$ cat src/rtl/morse_char_decoder_if.sv
// Symbol-in / character-out handshake bundle for morse_char_decoder.
// master = upstream symbol source and character sink, slave = decoder.
interface morse_char_decoder_if #(
    parameter int CODE_W = 6
);
    logic              sym_valid;
    logic [2:0]        sym;
    logic              sym_ready;
    logic              char_valid;
    logic [CODE_W-1:0] char_code;
    logic              char_err;
    logic [2:0]        sym_count;

    modport master (
        output sym_valid, sym,
        input  sym_ready, char_valid, char_code, char_err, sym_count
    );

    modport slave (
        input  sym_valid, sym,
        output sym_ready, char_valid, char_code, char_err, sym_count
    );
endinterface

$ cat src/rtl/morse_char_decoder.sv
// Table-driven Morse symbol-to-character decoder with registered strobe and word-space collapse.
// Define MORSE_DIGITS_EN to decode 5-symbol digit patterns (requires MAX_LEN >= 5).
module morse_char_decoder #(
    parameter int MAX_LEN = 5,
    parameter int CODE_W  = 6
) (
    input logic            clk,
    input logic            reset_n,
    morse_char_decoder_if.slave bus
);
    localparam logic [1:0] IDLE     = 2'd0;
    localparam logic [1:0] ACCUM    = 2'd1;
    localparam logic [1:0] FLUSH_SP = 2'd2;

    localparam logic [2:0] SYM_DIT   = 3'd1;
    localparam logic [2:0] SYM_DAH   = 3'd2;
    localparam logic [2:0] SYM_GAP   = 3'd3;
    localparam logic [2:0] SYM_SPACE = 3'd4;

    localparam logic [5:0] CODE_SPACE = 6'd37;
    localparam logic [5:0] CODE_ERR   = 6'd63;

    localparam logic [2:0] LEN_MAX = 3'(MAX_LEN);
    localparam logic [2:0] LEN_OVF = 3'(MAX_LEN + 1);

    if (MAX_LEN < 4 || MAX_LEN > 6) begin : g_bad_len
        $error("morse_char_decoder: MAX_LEN must be 4..6");
    end
    if (CODE_W < 6 || CODE_W > 8) begin : g_bad_code_w
        $error("morse_char_decoder: CODE_W must be 6..8");
    end
`ifdef MORSE_DIGITS_EN
    if (MAX_LEN < 5) begin : g_bad_digits
        $error("morse_char_decoder: MORSE_DIGITS_EN needs MAX_LEN >= 5");
    end
`endif

    logic [1:0]         state;
    logic [MAX_LEN-1:0] seq;
    logic [2:0]         len;
    logic               last_space;
    logic               xfer;
    logic               overflow;
    logic [7:0]         seq_ext;
    logic [5:0]         decoded;

    // Pattern is right-aligned: first symbol sits at bit len-1, DIT=0, DAH=1.
    function automatic logic [5:0] lookup(input logic [2:0] l, input logic [4:0] p);
        case ({l, p})
            {3'd1, 5'b00000}: lookup = 6'd5;   // E
            {3'd1, 5'b00001}: lookup = 6'd20;  // T
            {3'd2, 5'b00000}: lookup = 6'd9;   // I
            {3'd2, 5'b00001}: lookup = 6'd1;   // A
            {3'd2, 5'b00010}: lookup = 6'd14;  // N
            {3'd2, 5'b00011}: lookup = 6'd13;  // M
            {3'd3, 5'b00000}: lookup = 6'd19;  // S
            {3'd3, 5'b00001}: lookup = 6'd21;  // U
            {3'd3, 5'b00010}: lookup = 6'd18;  // R
            {3'd3, 5'b00011}: lookup = 6'd23;  // W
            {3'd3, 5'b00100}: lookup = 6'd4;   // D
            {3'd3, 5'b00101}: lookup = 6'd11;  // K
            {3'd3, 5'b00110}: lookup = 6'd7;   // G
            {3'd3, 5'b00111}: lookup = 6'd15;  // O
            {3'd4, 5'b00000}: lookup = 6'd8;   // H
            {3'd4, 5'b00001}: lookup = 6'd22;  // V
            {3'd4, 5'b00010}: lookup = 6'd6;   // F
            {3'd4, 5'b00100}: lookup = 6'd12;  // L
            {3'd4, 5'b00110}: lookup = 6'd16;  // P
            {3'd4, 5'b00111}: lookup = 6'd10;  // J
            {3'd4, 5'b01000}: lookup = 6'd2;   // B
            {3'd4, 5'b01001}: lookup = 6'd24;  // X
            {3'd4, 5'b01010}: lookup = 6'd3;   // C
            {3'd4, 5'b01011}: lookup = 6'd25;  // Y
            {3'd4, 5'b01100}: lookup = 6'd26;  // Z
            {3'd4, 5'b01101}: lookup = 6'd17;  // Q
`ifdef MORSE_DIGITS_EN
            {3'd5, 5'b11111}: lookup = 6'd27;  // 0
            {3'd5, 5'b01111}: lookup = 6'd28;  // 1
            {3'd5, 5'b00111}: lookup = 6'd29;  // 2
            {3'd5, 5'b00011}: lookup = 6'd30;  // 3
            {3'd5, 5'b00001}: lookup = 6'd31;  // 4
            {3'd5, 5'b00000}: lookup = 6'd32;  // 5
            {3'd5, 5'b10000}: lookup = 6'd33;  // 6
            {3'd5, 5'b11000}: lookup = 6'd34;  // 7
            {3'd5, 5'b11100}: lookup = 6'd35;  // 8
            {3'd5, 5'b11110}: lookup = 6'd36;  // 9
`endif
            default:          lookup = CODE_ERR;
        endcase
    endfunction

    assign bus.sym_ready = (state != FLUSH_SP);
    assign bus.sym_count = overflow ? LEN_MAX : len;
    assign xfer          = bus.sym_valid && bus.sym_ready;
    assign overflow      = (len > LEN_MAX);
    assign seq_ext       = 8'(seq);
    assign decoded       = overflow ? CODE_ERR : lookup(len, seq_ext[4:0]);

    // NOTE: every state register below uses <= so all reads see pre-edge values.
    always_ff @(posedge clk or negedge reset_n) begin
        if (!reset_n) begin
            state          <= IDLE;
            seq            <= '0;
            len            <= '0;
            last_space     <= 1'b1;
            bus.char_valid <= 1'b0;
            bus.char_code  <= '0;
            bus.char_err   <= 1'b0;
        end else begin
            bus.char_valid <= 1'b0;
            bus.char_code  <= '0;
            bus.char_err   <= 1'b0;

            if (state == FLUSH_SP) begin
                bus.char_valid <= 1'b1;
                bus.char_code  <= CODE_W'(CODE_SPACE);
                last_space     <= 1'b1;
                state          <= IDLE;
            end else if (xfer) begin
                case (bus.sym)
                    SYM_DIT, SYM_DAH: begin
                        // Symbols past MAX_LEN are dropped; len parks at LEN_OVF.
                        if (len < LEN_MAX) begin
                            seq <= {seq[MAX_LEN-2:0], bus.sym == SYM_DAH};
                            len <= len + 3'd1;
                        end else begin
                            len <= LEN_OVF;
                        end
                        state <= ACCUM;
                    end
                    SYM_GAP: begin
                        if (len != '0) begin
                            bus.char_valid <= 1'b1;
                            bus.char_code  <= CODE_W'(decoded);
                            bus.char_err   <= (decoded == CODE_ERR);
                            last_space     <= 1'b0;
                            seq            <= '0;
                            len            <= '0;
                            state          <= IDLE;
                        end
                    end
                    SYM_SPACE: begin
                        if (len == '0) begin
                            if (!last_space) begin
                                bus.char_valid <= 1'b1;
                                bus.char_code  <= CODE_W'(CODE_SPACE);
                            end
                            last_space <= 1'b1;
                        end else begin
                            bus.char_valid <= 1'b1;
                            bus.char_code  <= CODE_W'(decoded);
                            bus.char_err   <= (decoded == CODE_ERR);
                            last_space     <= 1'b0;
                            seq            <= '0;
                            len            <= '0;
                            state          <= FLUSH_SP;
                        end
                    end
                    default: ;
                endcase
            end
        end
    end
endmodule

$ cat src/flat_wrapper.sv
// flat-port wrapper written by rule: the top's interface ports become plain ports
module morse_char_decoder_flat 
#(
    parameter int MAX_LEN = 5,
    parameter int CODE_W  = 6
)
  (clk, reset_n, bus_sym_valid, bus_sym, bus_sym_ready, bus_char_valid, bus_char_code, bus_char_err, bus_sym_count);
  morse_char_decoder_if #(.CODE_W(CODE_W)) bus_i ();
  input logic clk;
  input logic reset_n;
  input wire logic [$bits(bus_i.sym_valid)-1:0] bus_sym_valid;
  input wire logic [$bits(bus_i.sym)-1:0] bus_sym;
  output wire logic [$bits(bus_i.sym_ready)-1:0] bus_sym_ready;
  output wire logic [$bits(bus_i.char_valid)-1:0] bus_char_valid;
  output wire logic [$bits(bus_i.char_code)-1:0] bus_char_code;
  output wire logic [$bits(bus_i.char_err)-1:0] bus_char_err;
  output wire logic [$bits(bus_i.sym_count)-1:0] bus_sym_count;
  assign bus_i.sym_valid = bus_sym_valid;
  assign bus_i.sym = bus_sym;
  assign bus_sym_ready = bus_i.sym_ready;
  assign bus_char_valid = bus_i.char_valid;
  assign bus_char_code = bus_i.char_code;
  assign bus_char_err = bus_i.char_err;
  assign bus_sym_count = bus_i.sym_count;
  morse_char_decoder #(.MAX_LEN(MAX_LEN), .CODE_W(CODE_W)) u_core (.clk(clk), .reset_n(reset_n), .bus(bus_i));
endmodule
$ cat config.mk
export PLATFORM = sky130hd
export DESIGN_NAME = morse_char_decoder_flat
export DESIGN_NICKNAME = d
export VERILOG_FILES = /design/src/rtl/morse_char_decoder_if.sv /design/src/rtl/morse_char_decoder.sv /design/src/flat_wrapper.sv
export SDC_FILE = /design/constraint.sdc
export NUM_CORES = 1
export LEC_CHECK = 0
export ABC_AREA = 1
export BUFFER_PORTS_ARGS = -buffer_cell sky130_fd_sc_hd__buf_2
export CAP_MARGIN = 20
export CELL_PAD_IN_SITES_DETAIL_PLACEMENT = 0
export CELL_PAD_IN_SITES_GLOBAL_PLACEMENT = 2
export CORE_UTILIZATION = 33
export CTS_BUF_LIST = sky130_fd_sc_hd__clkbuf_8 sky130_fd_sc_hd__clkbuf_16
export DETAILED_ROUTE_END_ITERATION = 8
export PLACE_DENSITY = 0.93
export SYNTH_ARGS = -nofsm -noshare
export SYNTH_HDL_FRONTEND = slang
export SYNTH_SLANG_ARGS = --single-unit
$ cat constraint.sdc
create_clock -name clk -period 4.2 [get_ports clk]
set_input_delay 0.63 -clock clk [delete_from_list [all_inputs] [get_ports clk]]
set_output_delay 0.63 -clock clk [all_outputs]
set_load 0.01 [all_outputs]
== After elaboration in Yosys (flattened, before gate mapping) ==
Cells that the tools add are included.

* Add/sub/neg operators: 1
* Magnitude comparators: 2
* Equality and inequality tests: 38
* Mux-type cells: 38
* Bitwise operators: 1
* Reductions and logical operators: 12

{| class="wikitable"
|+ Operators with widths
! kind !! number
|-
| $pmux W6 S26 || 1
|-
| $eq A8 B7 Y1 const B || 12
|-
| $eq A8 B8 Y1 const B || 12
|-
| $mux W6 || 6
|-
| $eq A8 B6 Y1 const B || 2
|-
| $mux W5 || 3
|-
| $pmux W5 S3 || 1
|-
| $mux W1 || 13
|-
| $mux W3 || 4
|-
| $pmux W6 S2 || 1
|-
| $pmux W3 S3 || 1
|-
| $reduce_bool A3 Y1 || 3
|-
| $mux W2 || 4
|-
| $eq A3 B2 Y1 const B || 2
|-
| $eq A6 B6 Y1 const B || 1
|-
| $pmux W1 S2 || 3
|-
| $pmux W2 S3 || 1
|-
| $reduce_and A6 Y1 || 1
|-
| $reduce_and A5 Y1 || 1
|-
| $ne A2 B1 Y1 const B || 2
|-
| $ne A2 B2 Y1 const B || 2
|-
| $reduce_and A4 Y1 || 1
|-
| $reduce_bool A4 Y1 || 1
|-
| $add A3 B1 Y3 const B || 1
|-
| 13 further kinds || 13
|}

* Register bits after elaboration: 19
* Bits of input ports: 6
* Output and inout port bits: 12
* Logic and storage cells: 99

== Depth between registers and ports, before layout ==
* Depth after elaboration: 8
* Depth in mapped cells: 11
* Depth with buffers taken out: 10

== Worst setup path after synthesis ==
No wires, ideal clock.

* Path kind: in2reg
* From: in bus_sym[0]
* To: reg u_core.seq[1]
* Library setup time: 0.117 ns
* Data arrival time: 1.421 ns
* Required time: 4.083 ns
* Path slack: 2.661 ns
* Cell stages on the path: 8
* Path buffers: 0
* Path through: nor2_1 nand2_1 nand2_1 nand3_2 nor2_4 nand2_4 nand2_1 o21ai_2

* Word-level cells in the longest chain between the ends: 4
* Elaborated cells on any way between the ends: 11
* Classes of those cells: 7 x eq/ne; 1 x mux; 3 x reduce/logical

{| class="wikitable"
|+ Ends and longest elaborated chain
! what !! RTL line !! RTL
|-
| from (decl) || flat_wrapper.sv:12 || <nowiki>input wire logic [$bits(bus_i.sym)-1:0] bus_sym;</nowiki>
|-
| $eq A3 B1 Y1 / $eq A3 B2 Y1 (equally long branches) || morse_char_decoder.sv:120 || <nowiki>case (bus.sym)</nowiki>
|-
| $reduce_or A2 Y1 || morse_char_decoder.sv:120 ||
|-
| $ne A2 B1 Y1 (no line) / $reduce_bool A3 Y1 (equally long branches) || -- ||
|-
| $reduce_and A6 Y1 (no line) || -- ||
|-
| to (signal assigned) || morse_char_decoder.sv:124 || <nowiki>seq <= {seq[MAX_LEN-2:0], bus.sym == SYM_DAH};</nowiki>
|-
| to (decl) || morse_char_decoder.sv:39 || <nowiki>logic [MAX_LEN-1:0] seq;</nowiki>
|}

Parallel ways exist; a longest one is shown, timed or not.
A chain may end at the register's enable or synchronous reset.

== Worst setup path after layout ==
* From: reg u_core.len[0]
* To: reg u_core.seq[1]

* Word-level cells in the longest chain between the ends: 3
* Elaborated cells on any way between the ends: 7
* Classes of those cells: 1 x order compare; 3 x eq/ne; 3 x reduce/logical

{| class="wikitable"
|+ Ends and longest elaborated chain
! what !! RTL line !! RTL
|-
| from (decl) || morse_char_decoder.sv:40 || <nowiki>logic [2:0] len;</nowiki>
|-
| from (signal assigned) || morse_char_decoder.sv:125 || <nowiki>len <= len + 3'd1;</nowiki>
|-
| $lt A3 B3 Y1, or another cell as far along || morse_char_decoder.sv:123 || <nowiki>if (len < LEN_MAX) begin</nowiki>
|-
| $ne A2 B1 Y1 (no line) / $ne A2 B2 Y1 (equally long branches) || -- ||
|-
| $reduce_and A6 Y1 (no line) (*) || -- ||
|}

Mark *: on every way between the ends. The rest lies on a longest branch, timed or not.

==> qor.json <==
{
  "crit_path_end": {"value": "u_core.seq[1]"},
  "port_buffers": {"value": 17},
  "die_x": {"value": 67.20, "unit": "um"},
  "ir_drop": {"value": 181.7, "unit": "uV"},
  "dp.final_hpwl": {"value": 2.689, "unit": "mm"},
  "cts.sink_count": {"value": 19},
  "worst_r2r_endpoint": {"value": "u_core.seq[1]"},
  "cts-buffers-inserted": {"value": 3},
  "syn_avg_cell_area": {"value": 6.464, "unit": "um2"},
  "proportion_of_layout_cells_with_a_drive_suffix_above_1": {"value": 15.88, "unit": "%"},
  "cts_hold_buffers_added": {"value": 0},
  "fmaxAchievable": {"value": 570.8, "unit": "MHz"},
  "globalRoute.totalOverflow": {"value": 0},
  "cells_taking_the_most_area_after_synthesis": {"value": "sky130_fd_sc_hd__dfrtp_1 (32%), sky130_fd_sc_hd__nand2_1 (17%), sky130_fd_sc_hd__nor2_1 (9.6%), sky130_fd_sc_hd__nand3_1 (8.2%), sky130_fd_sc_hd__inv_1 (7.8%)"},
  "ys.warnings.count": {"value": 0},
  "first_global_vias": {"value": 1285},
  "critical_path_launch_point": {"value": "u_core.len[0]"},
  "path_clk_slew": {"value": 0.07, "unit": "ns"},
  "critical_path.startpoint_type": {"value": "register"},
  "gp_congestion": {"value": 0.8589},
  "top_level_ports": {"value": 18},
  "coreArea": {"value": 4029, "unit": "um2"},
  "start_util": {"value": 34.81, "unit": "%"},
  "cts_repair_resized_insts": {"value": 0},
  "mappedNetlistArea": {"value": 1403, "unit": "um2"},
  "area_enclosed_by_the_die_boundary": {"value": 4515, "unit": "um2"},
  "gr-usage-met3": {"value": 2.534, "unit": "%"},
  "finalSetupViolations": {"value": 0},
  "ys_async_sr_fraction": {"value": 100.0, "unit": "%"},
  "antenna_violating_nets_post_route": {"value": 0},
  "n_antenna_cell": {"value": 0},
  "final_net_count": {"value": 242},
  "status": {"value": "finished clean"},
  "timing_worst_slew_pin_value": {"value": 0.4320, "unit": "ns"},
  "cts_htree_levels": {"value": 1},
  "globalRouteTotalUtil": {"value": 17.26, "unit": "%"},
  "period_share": {"value": 41.71, "unit": "%"},
  "drv_cap": {"value": 0},
  "clk_root_buffer_cell": {"value": "sky130_fd_sc_hd__clkbuf_8"},
  "chipHeight": {"value": 67.20, "unit": "um"},
  "antenna_found_initial": {"value": 0},
  "grt_max_degree": {"value": 20},
  "post-route-min-period": {"value": 1.752, "unit": "ns"},
  "worst-r2r-cell-count": {"value": 10},
  "gr_util_met2": {"value": 28.50, "unit": "%"},
  "slew-limit-headroom": {"value": 71.20, "unit": "%"},
  "netlist_instances": {"value": 217},
  "num_vias": {"value": 1379},
  "grt-busiest-layer": {"value": "met2"},
  "report.final.hold_viol_count": {"value": 0},
  "route.detailed.drc": {"value": 0},
  "grt_util_met1": {"value": 22.23, "unit": "%"},
  "setup.worst_path.class": {"value": "register to register"},
  "slew_violations": {"value": 0},
  "wire_per_inst": {"value": 11.93, "unit": "um"},
  "clock_insertion_delay_worst_skew": {"value": 0.25, "unit": "ns"},
  "post-cts-setup-buffer-count": {"value": 0},
  "cp_data_required_time": {"value": 4.35, "unit": "ns"},
  "grt_setup_unrepaired": {"value": "no"},
  "ff2ff_setup_slack": {"value": 2.45, "unit": "ns"},
  "yosys.area.top_type_share": {"value": 32.11, "unit": "%"},
  "avgViaCountPerCell": {"value": 4.873},
  "yosys_register_bits": {"value": 19},
  "synth_ff_type": {"value": "sky130_fd_sc_hd__dfrtp_1"},
  "grt_pass1_wl": {"value": 5.830, "unit": "mm"},
  "drt_first_pass_iters": {"value": 4},
  "timing.rr.start": {"value": "u_core.len[0]"},
  "worst_ep_arrival_time": {"value": 1.90, "unit": "ns"},
  "critPathCaptureType": {"value": "register"},
  "drt-initial-drc-count": {"value": 78},
  "power.leakage": {"value": 0.0008977, "unit": "uW"},
  "worst_case_clock_skew": {"value": 0.003459, "unit": "ns"},
  "postSynthNetCount": {"value": 225},
  "powerDensity": {"value": 572.9, "unit": "nW/um2"},
  "fin_setup_tns": {"value": 0, "unit": "ns"},
  "synthDistinctLibCells": {"value": 26},
  "pwr_total": {"value": 893.2, "unit": "uW"},
  "tritoncts": {"value": "yes"},
  "synth-edff-count": {"value": 0},
  "area_growth_syn_to_layout": {"value": 11.15, "unit": "%"},
  "share_of_the_yosys_chip_area_belonging_to_registers": {"value": 33.99, "unit": "%"},
  "hold_path_class": {"value": "primary input to async pin"},
  "standard_cell_row_count": {"value": 23},
  "most_instantiated_cells_after_synthesis": {"value": "sky130_fd_sc_hd__nand2_1 (63), sky130_fd_sc_hd__nor2_1 (36), sky130_fd_sc_hd__inv_1 (29), sky130_fd_sc_hd__nand3_1 (23), sky130_fd_sc_hd__dfrtp_1 (18)"},
  "yosysMostFrequentCell": {"value": "sky130_fd_sc_hd__nand2_1"},
  "routed_wl": {"value": 3.376, "unit": "mm"},
  "critical_path.max_fanout": {"value": 9},
  "synth_area_leader_cell": {"value": "sky130_fd_sc_hd__dfrtp_1"},
  "cts_max_path_buffers": {"value": 2}
}
[cell type report]
class / instances / area, um2
timing repair buffer: 17 / 85.08
multi-input combinational: 162 / 772.0
clock inverter: 1 / 5.005
tap: 50 / 62.56
clock buffer: 3 / 41.29
fill: 462 / 2470
sequential: 19 / 476.7
inverter: 31 / 116.4
[cells in the final DEF (no fill, tap or decap)]
cell type	Yosys	layout
sky130_fd_sc_hd__nand3_1	23	23
sky130_fd_sc_hd__clkinv_2	0	1
sky130_fd_sc_hd__nand2_2	1	1
sky130_fd_sc_hd__inv_1	29	29
sky130_fd_sc_hd__nor2_2	2	2
sky130_fd_sc_hd__o21ai_0	8	8
sky130_fd_sc_hd__dfstp_2	1	1
sky130_fd_sc_hd__o22ai_1	2	2
sky130_fd_sc_hd__nor2_4	3	3
sky130_fd_sc_hd__dfrtp_1	18	18
sky130_fd_sc_hd__o31ai_1	1	1
sky130_fd_sc_hd__nor3_1	1	1
sky130_fd_sc_hd__a21oi_1	7	7
sky130_fd_sc_hd__nand2_1	63	63
sky130_fd_sc_hd__o211ai_1	1	1
sky130_fd_sc_hd__nor2_1	36	36
sky130_fd_sc_hd__nand4_1	3	3
sky130_fd_sc_hd__xor2_1	1	1
sky130_fd_sc_hd__nand2_4	2	2
sky130_fd_sc_hd__inv_2	2	2
sky130_fd_sc_hd__clkbuf_8	0	3
sky130_fd_sc_hd__ha_1	2	2
sky130_fd_sc_hd__nand3_2	1	1
sky130_fd_sc_hd__o21ai_1	1	1
sky130_fd_sc_hd__o21ai_2	4	4
sky130_fd_sc_hd__buf_2	0	17
[worst max-delay path, cell delays in order, from the launching register on]
cell and delay, ns:
sky130_fd_sc_hd__dfrtp_1 0.42, sky130_fd_sc_hd__inv_1 0.13, sky130_fd_sc_hd__ha_1 0.21, sky130_fd_sc_hd__nand2_1 0.18, sky130_fd_sc_hd__inv_1 0.06, sky130_fd_sc_hd__nand2_1 0.07, sky130_fd_sc_hd__nand3_2 0.10, sky130_fd_sc_hd__nor2_4 0.20
sky130_fd_sc_hd__nand2_4 0.12, sky130_fd_sc_hd__nand2_1 0.10, sky130_fd_sc_hd__o21ai_2 0.06
[per-stage QoR]
step | utilization (%) | cells | hold slack, ns | setup slack [ns] | instance area (um2)
2_1_floorplan | - | 217 | 0.3344 | 2.661 | 1403
3_3_place_gp | 37.55 | 279 | 0.4669 | 2.432 | 1513
3_5_place_dp | 37.55 | 279 | 0.4748 | 2.384 | 1513
4_1_cts | 38.70 | 283 | 0.3127 | 2.431 | 1559
5_1_grt | 38.70 | 283 | 0.3252 | 2.286 | 1559
6_report | 38.70 | 283 | 0.3033 | 2.448 | 1559
[metal layers]
layer	vias up	routed length (um)
li1	719	-
met1	613	1636
met2	37	1525
met3	10	108
met4	0	106
met5	-	0
[power by group]
| group | total (uW) | internal [uW] | switching [uW] |
|---|---|---|---|
| combinational | 482 | 161 | 321 |
| sequential | 284 | 236 | 48.2 |
| clock | 127 | 65.9 | 61.1 |
[how the worst min path moves through the flow]
| stage | slack, ns | to | cells after the start |
|---|---|---|---|
| detailed placement | 0.47 | u_core.last_space | 2 |
| floorplan | 0.33 | u_core.bus.char_code[0] | 0 |
| global placement | 0.47 | u_core.last_space | 2 |
| global route | 0.33 | u_core.bus.char_code[3] | 1 |
| finish | 0.30 | u_core.bus.char_code[1] | 1 |
| CTS | 0.31 | u_core.bus.char_code[3] | 1 |
[registers in the layout (all words and copies together) (netlist names)]
register,flops
u_core.bus.char_code,6
u_core.seq,5
u_core.len,3
u_core.state,2
u_core.bus.char_err,1
u_core.bus.char_valid,1
u_core.last_space,1
[kinds of logic (layout without fill, tap and decap cells)]
kind of cell / Yosys count / count (layout) / share of synthesized area [%]
simple gates: 135 / 135 / 42.46
compound gates: 24 / 24 / 10.17
buf+inv: 36 / 52 / 10.97
flops: 19 / 19 / 33.99
xor+xnor: 1 / 1 / 0.6246
fa+ha+maj: 2 / 2 / 1.784
(Power assumes the default switching activity.)
